[config.mk]
export PLATFORM = sky130hd
export DESIGN_NAME = sm_frame_loader
export DESIGN_NICKNAME = d
export VERILOG_FILES = /design/src/rtl/sm_frame_loader.sv
export SDC_FILE = /design/constraint.sdc
export NUM_CORES = 1
export LEC_CHECK = 0
export ABC_AREA = 0
export CORE_MARGIN = 4
export CORE_UTILIZATION = 30
export DETAILED_ROUTE_END_ITERATION = 8
export PLACE_DENSITY_LB_ADDON = 0.05
export SETUP_SLACK_MARGIN = 0.05
export SYNTH_ARGS = -nofsm -noshare
export SYNTH_HDL_FRONTEND = slang
export SYNTH_SLANG_ARGS = --single-unit
[constraint.sdc]
create_clock -name Clock -period 2.3 [get_ports Clock]
set_input_delay 0.23 -clock Clock [delete_from_list [all_inputs] [get_ports Clock]]
set_output_delay 0.23 -clock Clock [all_outputs]
set_load 0.01 [all_outputs]
[src/rtl/sm_frame_loader.sv]
`default_nettype none
// +--------------------------------------------------------------------------+
// | sm_frame_loader: writes one host frame into system memory, then hands it |
// | to the display controller and holds the host off until FrameDone.       |
// | Rev 1.0                                                                  |
// +--------------------------------------------------------------------------+
module sm_frame_loader #(
   parameter int ADDR_W      = 7,
   parameter int DATA_W      = 24,
   parameter int FRAME_WORDS = 100
) (
   input  logic              Clock,
   input  logic              Reset,
   input  logic              HostValid,
   input  logic [DATA_W-1:0] HostData,
   input  logic              HostLast,
   output logic              HostReady,
   input  logic              RESM,
   input  logic              FrameDone,
   input  logic              ClearError,
   output logic              WESM,
   output logic [ADDR_W-1:0] AddrSM,
   output logic [DATA_W-1:0] WData,
   output logic              CSDisplay,
   output logic              LoadError,
   output logic [ADDR_W-1:0] WordCount
);

   typedef enum logic [1:0] {
      IDLE    = 2'd0,
      LOAD    = 2'd1,
      ARM     = 2'd2,
      DISPLAY = 2'd3
   } state_t;

   localparam logic [ADDR_W-1:0] LAST_IDX = ADDR_W'(FRAME_WORDS - 1);

   state_t            state;
   state_t            state_nx;
   logic              accept;
   logic              last_word;
   logic              frame_ok;
   logic              frame_bad;
   logic [ADDR_W-1:0] count_nx;
   logic              cs_nx;
   logic              err_nx;

   assign HostReady = !Reset && ((state == IDLE) || (state == LOAD)) && !RESM;
   assign accept    = HostValid & HostReady;
   assign last_word = (WordCount == LAST_IDX);
   assign frame_ok  = accept & last_word & HostLast;
   // A frame is malformed when HostLast disagrees with the word position.
   assign frame_bad = accept & (last_word ^ HostLast);

   always_comb begin
      state_nx = state;
      count_nx = WordCount;
      cs_nx    = CSDisplay;
      err_nx   = ClearError ? 1'b0 : LoadError;
      case (state)
         IDLE, LOAD: begin
            if (frame_ok) begin
               state_nx = ARM;
               count_nx = '0;
            end else if (frame_bad) begin
               state_nx = IDLE;
               count_nx = '0;
               err_nx   = 1'b1;
            end else if (accept) begin
               state_nx = LOAD;
               count_nx = WordCount + ADDR_W'(1);
            end
         end
         ARM: begin
            state_nx = DISPLAY;
            count_nx = '0;
            cs_nx    = 1'b1;
         end
         DISPLAY: begin
            if (FrameDone) begin
               state_nx = IDLE;
               cs_nx    = 1'b0;
            end
         end
         default: state_nx = IDLE;
      endcase
   end

   always_ff @(posedge Clock or posedge Reset) begin
      if (Reset) begin
         state <= IDLE;
      end else begin
         state <= state_nx;
      end
   end

   always_ff @(posedge Clock or posedge Reset) begin
      if (Reset) begin
         WESM      <= 1'b0;
         AddrSM    <= '0;
         WData     <= '0;
         CSDisplay <= 1'b0;
         LoadError <= 1'b0;
         WordCount <= '0;
      end else begin
         WESM      <= accept;
         CSDisplay <= cs_nx;
         LoadError <= err_nx;
         WordCount <= count_nx;
         if (accept) begin
            AddrSM <= WordCount;
            WData  <= HostData;
         end
      end
   end

endmodule
`default_nettype wire

# After elaboration in Yosys (flattened, before gate mapping)
# Cells that the tools add are included.
[word_totals]
regBits = 43
inputBits = 31
elab_cells = 46
[op_classes]
n_addsub = 1
eq_ne = 6
muxes = 15
bitwise = 5
n_reduce_logical = 12
[op_table]
columns = ["operator", "count"]
rows = [
  ["7-bit two-way mux", 3],
  ["7-bit one-hot mux with 2 select lines", 1],
  ["2-bit two-way mux", 4],
  ["7-bit by 1-bit adder with 7-bit output (second input constant)", 1],
  ["7-bit equality test (second input constant)", 1],
  ["2-bit one-hot mux with 3 select lines", 1],
  ["2-bit AND reduction", 3],
  ["1-bit two-way mux", 5],
  ["1-bit AND", 4],
  ["2-bit equality test (second input constant)", 2],
  ["4-bit inequality test (second input constant)", 1],
  ["2-bit nonzero test", 2],
  ["2-bit by 1-bit equality test with 1-bit output (second input constant)", 1],
  ["1-bit logical AND", 2],
  ["1-bit logical NOT", 2],
  ["2-bit logical NOT", 1],
  ["2-bit inequality test (second input constant)", 1],
  ["1-bit one-hot mux with 2 select lines", 1],
  ["2-bit OR reduction", 1],
  ["1-bit logical OR", 1],
  ["1-bit XOR", 1],
]

# Depth between registers and ports, before layout
# Gate-level depths: netlist (run 1).
[depth]
ltp_word = 9
depth_mapped = 5
mapped_depth_nobuf = 5

# Least setup slack after synthesis (run 1)
# Ideal clock, no wire load.
[synth_timing]
path_kind = "register -> register"
from = "reg state[1]"
to = "reg WordCount[6]"
setup_time_ns = 0.082
arrival_time_ns = 1.697
required_ns = 2.218
setup_slack_ns = 0.521
stages_incl_launch_ff = 6
path_buffers = 1
cell_sequence = "dfrtp_1 -> or4b_4 -> buf_6 -> a211oi_4 -> a41oi_1 -> a31oi_1"
[synth_between]
elab_chain_len = 9
[synth_rtl]
columns = ["element", "line_no", "rtl"]
rows = [
  ["from (decl)", "38", "state_t state;"],
  ["from (signal assigned)", "93", "state <= state_nx;"],
  ["2-bit by 1-bit equality test with 1-bit output or 2-bit logical NOT (tied branches)", "48, 60", ""],
  ["1-bit logical OR", "48", "assign HostReady = !Reset && ((state == IDLE) || (state == LOAD)) && !RESM;"],
  ["1-bit logical AND (2 in series)", "48", ""],
  ["1-bit AND", "49", "assign accept = HostValid & HostReady;"],
  ["1-bit AND, on equally long branches", "51, 53", ""],
  ["1-bit AND or 7-bit two-way mux (tied branches)", "51, 65", ""],
  ["4-bit inequality test (no source line) or 7-bit two-way mux (tied branches)", "-", ""],
  ["2-bit AND reduction (no source line) or 7-bit one-hot mux with 2 select lines (tied branches)", "-", ""],
  ["to (signal assigned)", "109", "WordCount <= count_nx;"],
  ["to (decl)", "26", "output logic [ADDR_W-1:0] WordCount"],
]
# Several ways; a longest one is shown, not always the timed one.
# A chain may end at the register's enable or synchronous reset.

# Worst setup path in the final report (run 1)
[layout_timing]
from = "reg state[1]"
to = "reg WordCount[5]"
# Same word-level chain as after synthesis.

==> results.py, run 1 <==
metrics = {
    "yosys": {
        "seq_area_frac_synth_pct": 61.1,
        "syn_area_sq_mm": 0.00176,
        "synth_warnings": 0,
        "synth_area_per_cell_sq_um": 9.27,
        "synth_cell_types": 28,
        "syn-num-nets": 222,
        "syn_inst": 190,
        "synth-seq-cells": 43,
    },
    "cells_and_area": {
        "syn_to_final_growth_pct": 51.5,
        "fin_nets": 300,
        "diodes": 0,
        "instances_no_fill": 341,
        "drive_gt1_share_pct": 6.69,
    },
    "placed_design": {
        "hpwl_microns": 3110,
        "port_buffers": 72,
        "place_inst": 333,
        "gp_congestion": 0.721,
    },
    "die": {
        "die_area_sq_mm": 0.00716,
        "start_util_pct": 31.4,
        "fp.dieH_microns": 84.6,
        "rows": 27,
        "core_area_sq_mm": 0.00561,
        "ioPinCount": 73,
        "die_w_microns": 84.6,
    },
    "clock_tree": {
        "clk_latency_ns": 0.29,
        "cts_resized": 0,
        "cts_tree": "yes",
        "clkTransAtPathRegs_ns": 0.08,
        "cts.sinks": 43,
        "hold_buffers": 0,
        "htree_levels": 2,
        "cts_buffers": 5,
        "clockRootBuffer": "clkbuf_8",
        "postCtsSetupRepairBufs": 0,
        "cts_buffer_depth": 2,
    },
    "critical_path": {
        "crit_required_ns": 2.51,
        "critPathMaxFanout": 10,
        "cp_data_arrival_time_ns": 2.08,
        "rr_startpoint": "state[1]",
        "worstSetupPathType": "register to register",
        "worstSetupEndpointType": "register",
        "r2r_slack_ns": 0.43,
        "rr_worst_depth": 4,
        "startpoint_type": "register",
        "r2r_end": "WordCount[5]",
    },
    "grt": {
        "grt_pass1_vias": 1499,
        "antenna_found_initial": 0,
        "grt_max_degree": 39,
        "grt_usage_pct": 13.2,
        "grt_overflow": 0,
        "grt_pass1_wl_microns": 7620,
    },
    "detailed_routing": {
        "drc": 0,
        "ant_nets": 0,
        "via_per_inst": 4.39,
        "drtIter0Drc": 23,
        "wl_microns": 4390,
        "vias": 1496,
        "avgRoutedWirePerCell_microns": 12.9,
        "drt-pass1-iter-count": 4,
    },
    "timing": {
        "worstMarginPinSlew_ns": 0.498,
        "rsz0062_at_grt": "false",
        "max_clock_freq_mhz": 536,
        "fin_crit_sh_pct": 81.1,
        "skew_ns": 0.00546,
        "setup_viol": 0,
        "relSlewSlack_pct": 66.8,
        "fin_setup_tns_ns": 0,
        "maxSlewViolCount": 0,
        "period_needed_ns": 1.87,
        "hold_viol_final": 0,
    },
    "power": {
        "vdd_drop_max_uv": 283,
        "p_leak_nw": 1.25,
        "power.total_mw": 1.83,
        "power_density_mw_per_mm2": 686,
    },
    "outcome": {
        "status": "finished, final reports clean",
    },
    "worst_hold_path": {
        "hp-class": "input pin to asynchronous set/reset pin",
    },
    "flow_run": {
        "cap_violations": 0,
    },
}
-- how the worst max path moves through the flow --
stage,from,end,slack (ns),depth (start not counted)
global route,state[1],WordCount[0],0.31,4
detailed placement,Reset,WordCount[6],0.21,5
CTS,state[1],WordCount[5],0.43,4
floorplan,state[1],WordCount[6],0.52,5
finish,state[1],WordCount[5],0.43,4
global placement,Reset,WordCount[6],0.24,5
-- state kept, by name (all words and copies together), names as in the netlist --
signal,cells
AddrSM,7
WordCount,7
LoadError,1
CSDisplay,1
WData,24
state,2
WESM,1
-- power breakdown --
part / internal, mW / leakage, nW / switching (mW) / total [mW]
logic: 0.261 / 0.656 / 0.182 / 0.443
clock network: 0.212 / 0.0412 / 0.253 / 0.466
registers: 0.854 / 0.554 / 0.0670 / 0.921
-- layout make-up --
class | instances | area [sq um]
clock buffer | 6 | 72.6
clock inverter | 2 | 12.5
fill | 542 | 2940
inverter | 3 | 11.3
multi-input combinational | 137 | 639
sequential | 43 | 1080
tap | 72 | 90.1
timing repair buffer | 78 | 766
-- logic make-up (layout without fill, tap and decap cells) --
| logic type | Yosys count | after routing | share of synthesized area, % |
|---|---|---|---|
| compound gates | 18 | 18 | 7.53 |
| fa+ha+maj | 1 | 1 | 0.711 |
| xor+xnor | 2 | 2 | 0.995 |
| flops | 43 | 43 | 61.1 |
| buf+inv | 10 | 89 | 2.56 |
| simple gates | 115 | 115 | 26.5 |
| mux | 1 | 1 | 0.569 |
-- worst max-delay path, stage by stage (launching register included) --
cell and delay (ns):
dfrtp_1 0.45, or4b_4 0.60, a211oi_4 0.40, o21ai_1 0.13, a31oi_1 0.20
-- cells in the final DEF (no fill, tap or decap), drive strengths merged, types with 2 or more instances in the layout --
master         netlist  layout
a41oi                2       2
a22o                 2       2
buf                  1       6
nand3                4       4
nand2              102     102
nor2                 2       2
o31ai                2       2
a21oi                2       2
clkbuf               6       6
clkdlybuf4s50        0      72
inv                  2       2
clkinv               1       2
nor2b                2       2
a31oi                3       3
dfrtp               43      43
o21ai                4       4
-- through the flow --
step / instance area [sq um] / utilization, % / worst slack (ns) / hold WS (ns)
2_1_floorplan: 1760 / - / 0.521 / 0.326
6_report: 2670 / 47.6 / 0.434 / 0.187
3_3_place_gp: 2580 / 46.1 / 0.238 / 0.459
5_1_grt: 2670 / 47.6 / 0.305 / 0.198
4_1_cts: 2670 / 47.6 / 0.428 / 0.180
3_5_place_dp: 2580 / 46.1 / 0.211 / 0.463
-- synthesized netlist by cell type --
cell type / n / share of area, %
a21o_1: 1 / 0.43
a41oi_1: 2 / 1.0
clkinv_1: 1 / 0.21
buf_6: 1 / 0.64
a211oi_4: 1 / 1.1
a21oi_1: 2 / 0.57
nor2_1: 2 / 0.43
a22o_1: 2 / 1.0
o21ai_1: 1 / 0.28
dfrtp_1: 43 / 61
mux2i_1: 1 / 0.57
and3_1: 1 / 0.36
o22ai_1: 1 / 0.36
o21ai_0: 3 / 0.85
and4bb_2: 1 / 0.71
a31oi_1: 3 / 1.1
nor3_1: 1 / 0.28
nor2b_1: 2 / 0.71
ha_1: 1 / 0.71
xor2_1: 1 / 0.50
xnor2_1: 1 / 0.50
inv_1: 2 / 0.43
nand3_1: 4 / 1.1
or2_2: 1 / 0.36
nand2_1: 102 / 22
clkbuf_1: 6 / 1.3
or4b_4: 1 / 0.78
o31ai_1: 2 / 0.85
-- per-layer routing --
| layer | wire, microns | GRT usage (%) |
|---|---|---|
| met1 | 2100 | 17.0 |
| met2 | 1960 | 20.9 |
| met3 | 289 | 4.91 |
| met4 | 42 | 3.88 |
| met5 | 0 | 0 |
(Power assumes the default switching activity.)
==> run 2, diff against run 1 <==
clock period = 1.6 ns   (was 2.3 ns; I/O delays follow)
==> run 2 against run 1 <==
  * The run now ends with negative setup slack left
  * Critical path depth up 1
  * Die area unchanged
  * Via count up 5.3%
  * Design area up 5.9%
  * Global-route usage up 0.15 points
  * Routed wire length up 4.8%
  * Hold slack better by 0.077 ns
  * Total power up 46%
  * Clock skew about the same
  * Sequential share of layout area down 2.2 points
  * First-iteration DRC count up 70%
  * Sequential power up 41%
  * Critical path type unchanged
  * Critical endpoint is now WordCount[6]
==> results.py, run 2 (synthesized netlist as in run 1, its figures left out) <==
metrics = {
    "placed_design": {
        "gp_congestion": 0.721,
        "place_inst": 349,
        "port_buffers": 72,
        "placed_area_sq_mm": 0.00272,
        "hpwl_microns": 3330,
        "dpl_worst_slack_ns": -0.327,
    },
    "clock_tree": {
        "cts_tree": "yes",
        "clk_latency_ns": 0.29,
        "cts.sinks": 43,
        "cts_buffer_depth": 2,
        "cts_buffers": 5,
        "clockRootBuffer": "clkbuf_8",
        "clkTransAtPathRegs_ns": 0.08,
        "htree_levels": 2,
        "hold_buffers": 0,
    },
    "grt": {
        "grt_pass1_vias": 1611,
        "grt_pass1_wl_microns": 7860,
        "gr-usage-met1_pct": 18.0,
        "use_met3_pct": 4.71,
        "grt_overflow": 0,
        "use_met2_pct": 21.1,
        "grt_usage_pct": 13.4,
        "grt_max_degree": 33,
        "antenna_found_initial": 0,
        "top_usage_layer": "met2",
    },
    "timing": {
        "fin_setup_tns_ns": -0.0173,
        "max_clock_freq_mhz": 618,
        "holdWs_ns": 0.263,
        "rsz0062_at_grt": "true",
        "relSlewSlack_pct": 80.7,
        "fin_crit_sh_pct": 101,
        "period_needed_ns": 1.62,
        "skew_ns": 0.00573,
        "maxSlewViolCount": 0,
        "layout_setup_ws_ns": -0.0173,
        "worstMarginPinSlew_ns": 0.289,
        "hold_viol_final": 0,
        "setup_viol": 1,
    },
    "cells_and_area": {
        "utilization_pct": 50.4,
        "syn_to_final_growth_pct": 60.4,
        "largest-register": "WData",
        "final_area_sq_mm": 0.00282,
        "instances_no_fill": 358,
        "fin_nets": 317,
        "layout_commonest_cell": "nand2_1",
        "diodes": 0,
        "drive_gt1_share_pct": 12.9,
        "layout_common_cells": "nand2_1, clkdlybuf4s50_1, dfrtp_1",
        "largest_reg_flops": 24,
        "top_regs": "WData: 24 flops, AddrSM: 7 flops, WordCount: 7 flops",
    },
    "critical_path": {
        "cp_data_arrival_time_ns": 1.83,
        "crit_required_ns": 1.81,
        "worstPathCellList": "or4b_4 > a211oi_4 > buf_6 > a41oi_1 > a31oi_1",
        "crit_buf_inv": 1,
        "critical-path-slowest-cell": "or4b_4",
        "critPathMaxFanout": 7,
        "cp_top_family": "simple AND/OR/NAND/NOR gates",
        "worstSetupEndpointType": "register",
        "worstSetupPathType": "register to register",
        "startpoint_type": "register",
        "max_stage_delay_ns": 0.53,
    },
    "detailed_routing": {
        "wl_microns": 4600,
        "drc": 0,
        "vias": 1575,
        "drt-pass1-iter-count": 4,
        "via_per_inst": 4.40,
        "avgRoutedWirePerCell_microns": 12.9,
        "ant_nets": 0,
        "drtIter0Drc": 39,
    },
    "die": {
        "ioPinCount": 73,
        "rows": 27,
        "die_w_microns": 84.6,
        "fp.dieH_microns": 84.6,
        "die_area_sq_mm": 0.00716,
        "core_area_sq_mm": 0.00561,
        "start_util_pct": 31.4,
    },
    "outcome": {
        "violations": "negative setup slack",
        "status": "complete, but fails checks",
    },
    "power": {
        "power.total_mw": 2.67,
        "vdd_drop_max_uv": 463,
        "power_density_mw_per_mm2": 946,
        "p_leak_nw": 1.40,
    },
    "flow_run": {
        "cap_violations": 0,
    },
    "worst_hold_path": {
        "hp-class": "input pin to asynchronous set/reset pin",
    },
}
[run 2: worst register-to-register path, delay by kind of cell, from the launching register on]
kind / cells / cell delay, ns
AO/OA/AOI/OAI: 3 / 0.47
buffers and inverters: 1 / 0.16
flip-flops: 1 / 0.39
AND/OR/NAND/NOR: 1 / 0.53
[run 2: what timing repair did]
item	in CTS	in global routing
setup endpoints to repair	7	19
buffers inserted	0	2
gates resized for setup	3	9
pin swaps	2	1
gates cloned	0	0
[run 2: per-layer routing]
layer  vias to the layer above  share of wire, %
met5                         -                 0
met4                         0              0.59
met3                         4               7.4
met2                        49                46
met1                       725                46
li1                        797                 -
[run 2: final cells by class]
cell class / count / area, sq um
Fill cell: 556 / 2780
Sequential cell: 43 / 1080
Timing Repair Buffer: 95 / 916
Multi-Input combinational cell: 137 / 649
Tap cell: 72 / 90.1
Clock buffer: 7 / 76.3
Inverter: 3 / 11.3
Clock inverter: 1 / 5.00
[run 2: path summary, 6_finish.rpt]
kind	start	to	slack [ns]	cells after the start
max in group asynchronous	Reset	WData[19]	0.87	4
min in group Clock	HostData[14]	WData[14]	0.39	3
setup reg to reg	state[1]	WordCount[6]	-0.02	5
hold / removal	Reset	CSDisplay	0.26	3
setup / recovery	state[1]	WordCount[6]	-0.02	5
hold reg to reg	AddrSM[0]	AddrSM[0]	0.48	2
[run 2: power breakdown]
group / switching [mW] / internal [mW]
sequential: 0.0735 / 1.23
clock: 0.362 / 0.307
combinational: 0.295 / 0.406
total: 0.731 / 1.94
